$ cat config.mk
export PLATFORM = sky130hd
export DESIGN_NAME = wb_daq_channel_arbiter
export DESIGN_NICKNAME = d
export VERILOG_FILES = /design/src/rtl/wb_daq_channel_arbiter.sv
export SDC_FILE = /design/constraint.sdc
export NUM_CORES = 1
export LEC_CHECK = 0
export CAP_MARGIN = 0
export CORE_ASPECT_RATIO = 1.25
export CORE_MARGIN = 3
export CORE_UTILIZATION = 40
export CTS_BUF_LIST = sky130_fd_sc_hd__clkbuf_4 sky130_fd_sc_hd__clkbuf_8 sky130_fd_sc_hd__clkbuf_16
export CTS_CLUSTER_SIZE = 30
export DETAILED_ROUTE_END_ITERATION = 8
export GPL_TIMING_DRIVEN = 0
export PLACE_DENSITY = 0.89
export SYNTH_ARGS = -nofsm -noshare
export SYNTH_HDL_FRONTEND = slang
export SYNTH_SLANG_ARGS = --single-unit
$ cat constraint.sdc
create_clock -name wb_clk -period 2 [get_ports wb_clk]
set_input_delay 0.3 -clock wb_clk [delete_from_list [all_inputs] [get_ports wb_clk]]
set_output_delay 0.3 -clock wb_clk [all_outputs]
set_load 0.01 [all_outputs]
$ cat src/rtl/wb_daq_channel_arbiter.sv
// Round-robin arbiter for the DAQ aggregation FIFO write port. Each winning sample
// is tagged with its channel index, and a running count of written samples is kept.
module wb_daq_channel_arbiter #(
  parameter int unsigned NUM_CHANNELS = 4,
  parameter int unsigned SAMPLE_WIDTH = 24
) (
  input  logic                                 wb_clk,
  input  logic                                 wb_rst_n,
  input  logic                                 enable,
  input  logic [NUM_CHANNELS-1:0]              channel_enable,
  input  logic [NUM_CHANNELS-1:0]              channel_req,
  input  logic [NUM_CHANNELS*SAMPLE_WIDTH-1:0] channel_data,
  output logic [NUM_CHANNELS-1:0]              channel_grant,
  input  logic                                 fifo_full,
  output logic                                 fifo_wr,
  output logic [31:0]                          fifo_data,
  input  logic                                 clear_count,
  output logic [31:0]                          sample_count,
  output logic                                 busy
);

  localparam int unsigned IDX_W = $clog2(NUM_CHANNELS);
  localparam int unsigned TAG_W = 8;
  localparam int unsigned SMP_W = 24;
  localparam int unsigned CNT_W = 32;

  typedef enum logic [1:0] {
    ST_IDLE = 2'd0,
    ST_WAIT = 2'd1,
    ST_ACK  = 2'd2
  } state_e;

  state_e                   state_q, state_d;
  logic [IDX_W-1:0]         rr_ptr_q, rr_ptr_d;
  logic [IDX_W-1:0]         sel_idx_q, sel_idx_d;
  logic                     fifo_wr_q, fifo_wr_d;
  logic [NUM_CHANNELS-1:0]  grant_q, grant_d;
  logic [31:0]              fifo_data_q, fifo_data_d;
  logic [CNT_W-1:0]         count_q, count_d;

  logic [NUM_CHANNELS-1:0]  masked_req_c;
  logic                     win_found_c;
  logic [IDX_W-1:0]         win_idx_c;
  logic [IDX_W-1:0]         cand_idx_c;
  logic [SAMPLE_WIDTH-1:0]  sample_c;

  assign masked_req_c = channel_req & channel_enable;
  assign sample_c     = channel_data[32'(win_idx_c)*SAMPLE_WIDTH +: SAMPLE_WIDTH];

  // First enabled requester at or above rr_ptr, wrapping around.
  always_comb begin
    win_found_c = 1'b0;
    win_idx_c   = '0;
    cand_idx_c  = '0;
    for (int unsigned k = 0; k < NUM_CHANNELS; k++) begin
      cand_idx_c = IDX_W'((32'(rr_ptr_q) + k) % NUM_CHANNELS);
      if (!win_found_c && masked_req_c[cand_idx_c]) begin
        win_found_c = 1'b1;
        win_idx_c   = cand_idx_c;
      end
    end
  end

  always_comb begin
    state_d     = state_q;
    rr_ptr_d    = rr_ptr_q;
    sel_idx_d   = sel_idx_q;
    fifo_wr_d   = 1'b0;
    grant_d     = '0;
    fifo_data_d = fifo_data_q;
    count_d     = count_q;

    case (state_q)
      ST_IDLE: begin
        if (enable && win_found_c) begin
          sel_idx_d   = win_idx_c;
          fifo_data_d = {TAG_W'(win_idx_c), SMP_W'(sample_c)};
          state_d     = ST_WAIT;
        end
      end
      ST_WAIT: begin
        if (!fifo_full) begin
          fifo_wr_d = 1'b1;
          grant_d   = NUM_CHANNELS'(1) << sel_idx_q;
          state_d   = ST_ACK;
        end
      end
      ST_ACK: begin
        count_d  = count_q + CNT_W'(1);
        rr_ptr_d = IDX_W'((32'(sel_idx_q) + 32'd1) % NUM_CHANNELS);
        state_d  = ST_IDLE;
      end
      default: state_d = ST_IDLE;
    endcase

    // A clear coinciding with the ACK increment takes priority.
    if (clear_count) count_d = '0;
  end

  always_ff @(posedge wb_clk or negedge wb_rst_n) begin
    if (!wb_rst_n) begin
      state_q     <= ST_IDLE;
      rr_ptr_q    <= '0;
      sel_idx_q   <= '0;
      fifo_wr_q   <= 1'b0;
      grant_q     <= '0;
      fifo_data_q <= '0;
      count_q     <= '0;
    end else begin
      state_q     <= state_d;
      rr_ptr_q    <= rr_ptr_d;
      sel_idx_q   <= sel_idx_d;
      fifo_wr_q   <= fifo_wr_d;
      grant_q     <= grant_d;
      fifo_data_q <= fifo_data_d;
      count_q     <= count_d;
    end
  end

  assign channel_grant = grant_q;
  assign fifo_wr       = fifo_wr_q;
  assign fifo_data     = fifo_data_q;
  assign sample_count  = count_q;
  assign busy          = (state_q != ST_IDLE);

endmodule

Word-level counts from Yosys, hierarchy flattened

Cells that the tools add are included.

Input port bits: 109
Bits in writable memories: 0
Logic and storage cells: 61
Output and inout bits: 70
ROM bits: 0
Memories kept: 0
Latch bits: 0
Register bits after elaboration: 69

Reduce and logical (&&, ||, !) cells: 12
$lt $le $gt $ge: 4
Multipliers: 1
Div/mod/pow operators: 0
Equal/unequal tests: 4
Bitwise gates (word level): 1
$add $sub $neg: 5
Multiplexer cells: 25
Shifts and indexed selects: 2

Operator list:

| cell                                                        | number |
|---|---|
| variable part select 96 x 8 -> 24 bit                       | 1 |
| two-way mux 32 bit                                          | 2 |
| adder 32 x 1 -> 32 bit (second input constant)              | 1 |
| less-than comparator 2 x 3 -> 1 bit (second input constant) | 4 |
| two-way mux 2 bit                                           | 6 |
| two-way mux 1 bit                                           | 10 |
| binary-select mux 1 bit (select 2 bit)                      | 4 |
| two-way mux 4 bit                                           | 2 |
| adder 2 x 1 -> 2 bit (second input constant)                | 2 |
| adder 2 bit (second input constant)                         | 2 |
| bitwise AND 4 bit                                           | 1 |
| logical AND 1 bit                                           | 4 |
| multiplier 2 x 2 -> 4 bit (second input constant)           | 1 |
| != test 2 bit (second input constant)                       | 2 |
| one-hot mux 2 bit (2 select lines)                          | 1 |
| AND reduction 2 bit                                         | 2 |
| nonzero test 2 bit                                          | 2 |
| << shifter 1 x 2 -> 4 bit (first input constant)            | 1 |
| zero test 1 bit                                             | 3 |
| == test 2 x 1 -> 1 bit (second input constant)              | 1 |
| == test 2 bit (second input constant)                       | 1 |
| zero test 2 bit                                             | 1 |

Longest topological paths before layout

Depth after elaboration: 16
Gate-level depth with buffers: 8
Mapped depth without buffers: 6

Worst setup path before layout

OpenSTA, ideal clock, no wires.

Path kind: reg2reg
Start: register count_q[14] (netlist: sample_count[14])
End: register count_q[26] (netlist: sample_count[26])
Required time: 1.880 ns
Data arrival time: 1.624 ns
Setup time: 0.120 ns
Setup slack: 0.256 ns
Buffers on the path: 0
Cell stages (with the launch flop): 6
Clock period less this slack: 1.744 ns
Cell sequence: dfrtp_1 > nand4_1 > or4_4 > nor3_4 > a311oi_1 > a41o_1

Cells in the longest elaborated chain, start to end: 3

RTL lines:

| what                   | RTL line | text |
|---|---|---|
| from (decl)            | 39       | `logic [CNT_W-1:0] count_q, count_d;` |
| from (signal assigned) | 116      | `count_q <= count_d;` |
| adder 32 x 1 -> 32 bit | 89       | `count_d = count_q + CNT_W'(1);` |
| two-way mux 32 bit     | 73       | `case (state_q)` |
| two-way mux 32 bit     | 97       | `if (clear_count) count_d = '0;` |

Every way passes these cells. The select of a mux whose other input is x is not followed.
A chain may end at the register's enable or synchronous reset.

Worst setup path after layout

Start: register rr_ptr_q[1]
End: register fifo_data_q[3] (netlist: fifo_data[3])

Cells in the longest elaborated chain, start to end: 14
Elaborated cells between the ends (all ways): 29
Those cells by class: add/sub: 3; mul: 1; shift: 1; mux: 16; reduce/logical: 8

RTL lines:

| what                                                                               | RTL line | text |
|---|---|---|
| from (decl)                                                                        | 34       | `logic [IDX_W-1:0] rr_ptr_q, rr_ptr_d;` |
| from (signal assigned)                                                             | 111      | `rr_ptr_q <= rr_ptr_d;` |
| parallel branches: the longest is 14 deep, another holds multiplier 2 x 2 -> 4 bit | -        |  |
| to (signal assigned)                                                               | 115      | `fifo_data_q <= fifo_data_d;` |
| to (decl)                                                                          | 38       | `logic [31:0] fifo_data_q, fifo_data_d;` |

Parallel ways; which one is timed is not known. The select of a mux whose other input is x is not followed.

==> results <==
- The critical path goes through nand3b_1 -> a32oi_1 -> a221o_1 -> buf_2 -> buf_4 -> mux2i_2 -> o221ai_1.
- The initial utilization of the core area, before any placement, comes to 0.411.
- In this run, synthesis inferred 0 flip-flops with an integrated enable.
- The sequential area share after synthesis is 0.445.
- The top flip-flop cell by instance count after synthesis is sky130_fd_sc_hd__dfrtp_1.
- The minimum clock period after layout is 1.91 ns.
- The simple-gate portion of the synthesized area is 0.197.
- The number of routed nets with antenna violations is 0.
- The total power after layout is 0.00540 W.
- The clock tree from TritonCTS is done.
- The slowest stage cell on the critical path is sky130_fd_sc_hd__dfrtp_1.
- The worst voltage drop across the vdd grid is 546 uV.
- Summed over all layers, the global routing overflow is 0.
- The pin count of the biggest net entering global routing is 68.
- The data arrival time at the worst-slack endpoint is 2.10 ns.
- The minimum setup slack in the final design is 0.0919 ns.
- Dividing total power by cell area gives a power density of 896 nW/um^2.
- The aggregate negative setup slack is 0 ns.
- Broken down by cell family, the worst path's largest delay share belongs to compound AO/OA/AOI/OAI gates.
- Setup repair after global routing could not meet its margin everywhere.
- Of the total synthesized cell area, the portion taken by XOR and XNOR cells is 0.0488.
- The worst pin sits at a relative slew slack of 0.424.
- The first global-routing pass estimated 18.4 mm of wire.
- The number of diodes added for antenna fixing is 0.
- Once layout is complete, the utilization of the core stands at 0.657.
- The category of the worst setup path capture point is a flop.
- The HPWL after detailed placement is 8.86 mm.
- The max-capacitance violation count is 0.
- The floorplan die height is 115 um.
- The compound-cell area share of the yosys netlist was 0.0946.
- The total area inside the core boundary comes to 9170 um^2.
- By area, the combinational part of the netlist is dominated by simple AND/OR/NAND/NOR gates.
- Clock latency on the worst-skew pair, taken at its later pin, is 0.33 ns.
- The final worst clock skew is 0.00276 ns.
- The number of buffers added by the clock tree synthesis step is 9.
- The critical register-to-register path endpoint is fifo_data[3]$_DFFE_PN0P_.
- The hold buffer count at CTS is 0.
- Clock tree synthesis found a total of 67 sinks.
- Before antenna repair, the detailed router went through 4 iterations.
- The number of vias per cell after detailed routing is 5.31.
- After the first detailed-routing iteration, the DRC count stood at 174.
- The critical path contains buffers and inverters numbering 2 combined.
- The area overhead of the layout relative to synthesis is 59.9%.
- The boundary pin count is 179.
- The post-synthesis instance total is 373.
- The path type of the worst setup path is reg2reg.
- From left edge to right edge, the die measures 92.8 um.
- The analysis attributes to cell leakage a power of 2.71 nW.
- The flow ran to the end, and the final reports show no timing, DRC or antenna violations.
- The number of register bits inferred by synthesis is 67.
- In the final layout, the share of cells above drive strength 1 is 0.0899.
- The via count of the first global-routing pass is 3822.
- The number of placement rows is 39.
- The total routed wirelength is 11.6 mm.
- The min-delay analysis places its worst path in the category in2async.
- The via count is 3662.
- The post-synthesis async set-or-reset flop share is 1.00.
- The initial antenna violation count came to 0.
- The distinct cell type count of the synthesized netlist is 47.
- In the final design database the tool counted 678 nets.
- Measured against the total synthesized area, the mux share comes to 0.145.
- The worst register-to-register path has a setup slack of 0.09 ns.
- The cell at the root of the clock tree is sky130_fd_sc_hd__clkbuf_16.
- Summing every instance area after synthesis gives 3770 um^2.
- The die area is 10600 um^2.
- The hold violation total from the final report came to 0.
- The period utilization is 0.954.
- The DRC violation count after routing is 0.
- At the placement stage, the worst setup path has a slack of -0.452 ns.
- The tightest hold margin is 0.100 ns.
- The largest stage delay on the critical path is 0.41 ns.
- The maximum fanout along the worst path is 10.
- Averaged over all synthesized cells, the footprint is 10.1 um^2.
- The buffer levels on the longest clock path is 2.
- The final RePlAce weighted congestion is 0.845.
- The category of the worst setup path launch point is a flop.
- The library cell used most frequently in the layout, excluding fill and tap cells, is sky130_fd_sc_hd__clkdlybuf4s50_1.
- Dividing the detail-routed wire length by the instance count gives 16.9 um.
- The number of warning messages in the yosys log is 0.
- Setup violations remaining at the end of the flow were counted as 0.
- The startpoint identified for the worst register-to-register timing path is rr_ptr_q[1]$_DFFE_PN0P_.
- For the worst flop-to-flop path, the logic depth is 7.
- The peak clock frequency supported by timing is 524 MHz.
- The clock slew at the register clock pins of the worst setup and hold paths is 0.05 ns.
- The number of port buffers is 172.
- The required time at the worst-slack endpoint is 2.19 ns.
- In the global route stage, overall resource usage came out at 0.221.
- Of the total synthesized cell area, the portion taken by full adders, half adders and majority gates is 0.0166.
- For the pin with the worst max-slew slack, the measured transition is 0.864 ns.
- After filler insertion, the fill cell instance count of the layout stands at 728.
- The number of max-slew violations in the final report was 0.
- In the layout the commonest cells are sky130_fd_sc_hd__clkdlybuf4s50_1, sky130_fd_sc_hd__dfrtp_1, sky130_fd_sc_hd__mux2i_1.
- The maximum level of the CTS H-tree is 3.
-- timing repair --
item	4_1_cts	5_1_grt
pin swaps	0	1
buffers inserted	0	5
setup endpoints to repair	20	26
resized for setup	8	16
-- synth_stat cells, types with 2 or more instances --
| library cell | instances | area share |
|---|---|---|
| sky130_fd_sc_hd__buf_2 | 8 | 0.011 |
| sky130_fd_sc_hd__o221ai_1 | 24 | 0.056 |
| sky130_fd_sc_hd__and3_1 | 5 | 0.0083 |
| sky130_fd_sc_hd__mux2_1 | 4 | 0.012 |
| sky130_fd_sc_hd__o21ai_0 | 5 | 0.0066 |
| sky130_fd_sc_hd__a21oi_1 | 7 | 0.0093 |
| sky130_fd_sc_hd__nor4_1 | 3 | 0.0050 |
| sky130_fd_sc_hd__and2_1 | 5 | 0.0083 |
| sky130_fd_sc_hd__buf_6 | 3 | 0.0090 |
| sky130_fd_sc_hd__nand3b_1 | 3 | 0.0060 |
| sky130_fd_sc_hd__nor3_1 | 5 | 0.0066 |
| sky130_fd_sc_hd__buf_4 | 7 | 0.014 |
| sky130_fd_sc_hd__nand3_1 | 12 | 0.016 |
| sky130_fd_sc_hd__xnor2_1 | 11 | 0.026 |
| sky130_fd_sc_hd__o21ai_1 | 2 | 0.0027 |
| sky130_fd_sc_hd__and4_1 | 5 | 0.012 |
| sky130_fd_sc_hd__nand2b_1 | 4 | 0.0066 |
| sky130_fd_sc_hd__nor3b_1 | 3 | 0.0060 |
| sky130_fd_sc_hd__inv_1 | 8 | 0.0080 |
| sky130_fd_sc_hd__nand4_1 | 13 | 0.022 |
| sky130_fd_sc_hd__or3_1 | 2 | 0.0033 |
| sky130_fd_sc_hd__dfrtp_1 | 67 | 0.44 |
| sky130_fd_sc_hd__nand2_1 | 36 | 0.036 |
| sky130_fd_sc_hd__clkbuf_1 | 11 | 0.011 |
| sky130_fd_sc_hd__nor2b_1 | 5 | 0.0083 |
| sky130_fd_sc_hd__nor2_1 | 33 | 0.033 |
| sky130_fd_sc_hd__xor2_1 | 10 | 0.023 |
| sky130_fd_sc_hd__ha_1 | 5 | 0.017 |
| sky130_fd_sc_hd__mux2i_1 | 49 | 0.13 |
-- power breakdown --
| group | leakage, nW | switching, W | total (W) | internal (W) |
|---|---|---|---|---|
| sequential | 0.887 | 0.000220 | 0.00188 | 0.00166 |
| clock | 0.145 | 0.000561 | 0.00156 | 0.000994 |
| combinational | 1.68 | 0.000843 | 0.00196 | 0.00112 |
| total | 2.71 | 0.00162 | 0.00540 | 0.00378 |
-- layout make-up --
cell class	instances	area (um^2)	area share
inverter	8	30.0	0.00498
clock buffer	11	246	0.0409
buffer	27	198	0.0328
sequential	67	1680	0.278
clock inverter	3	40.0	0.00664
multi-input combinational	274	1930	0.319
timing repair buffer	177	1760	0.291
tap	123	154	0.0255
-- per-stage QoR --
| stage | cells | area (um^2) |
|---|---|---|
| floorplan | 378 | 3790 |
| global placement | 673 | 5660 |
| detailed placement | 673 | 5660 |
| CTS | 686 | 5970 |
| global route | 690 | 6030 |
| finish | 690 | 6030 |
-- state kept, by name, summed over array words and instances, names as in the netlist --
register       count
fifo_wr            1
state_q            2
rr_ptr_q           2
sample_count      32
sel_idx_q          2
channel_grant      4
fifo_data         24
-- kinds of logic (layout without fill, tap and decap cells) --
kind of cell             after synthesis  in the layout
multiplexers                          54             54
AND/OR/NAND/NOR                      141            141
AO/OA/AOI/OAI                         47             47
buffers and inverters                 37            226
XOR/XNOR                              21             21
other                                  1              6
flip-flops                            67             67
adder cells (fa/ha/maj)                5              5
-- how the worst max path moves through the flow --
stage                                             from                            to  slack, ns  depth (start not counted)
after global placement                        wb_rst_n     fifo_data[11]$_DFFE_PN0P_      -1.55                          1
after floorplan           sample_count[14]$_DFFE_PN0P_  sample_count[26]$_DFFE_PN0P_       0.26                          5
after global routing           rr_ptr_q[1]$_DFFE_PN0P_      fifo_data[2]$_DFFE_PN0P_      -0.05                          7
after CTS                      rr_ptr_q[1]$_DFFE_PN0P_      fifo_data[4]$_DFFE_PN0P_      0.003                          8
final                          rr_ptr_q[1]$_DFFE_PN0P_      fifo_data[3]$_DFFE_PN0P_       0.09                          7
after detailed placement                channel_req[0]      fifo_data[4]$_DFFE_PN0P_      -0.45                          8
-- per-layer routing --
| layer | global-route usage | routed length (um) |
|---|---|---|
| met1 | 0.236 | 4140 |
| met2 | 0.406 | 6320 |
| met3 | 0.0611 | 931 |
| met4 | 0.0899 | 249 |
| met5 | 0 | 0 |
Note: power is estimated with default switching activity, not from simulation.
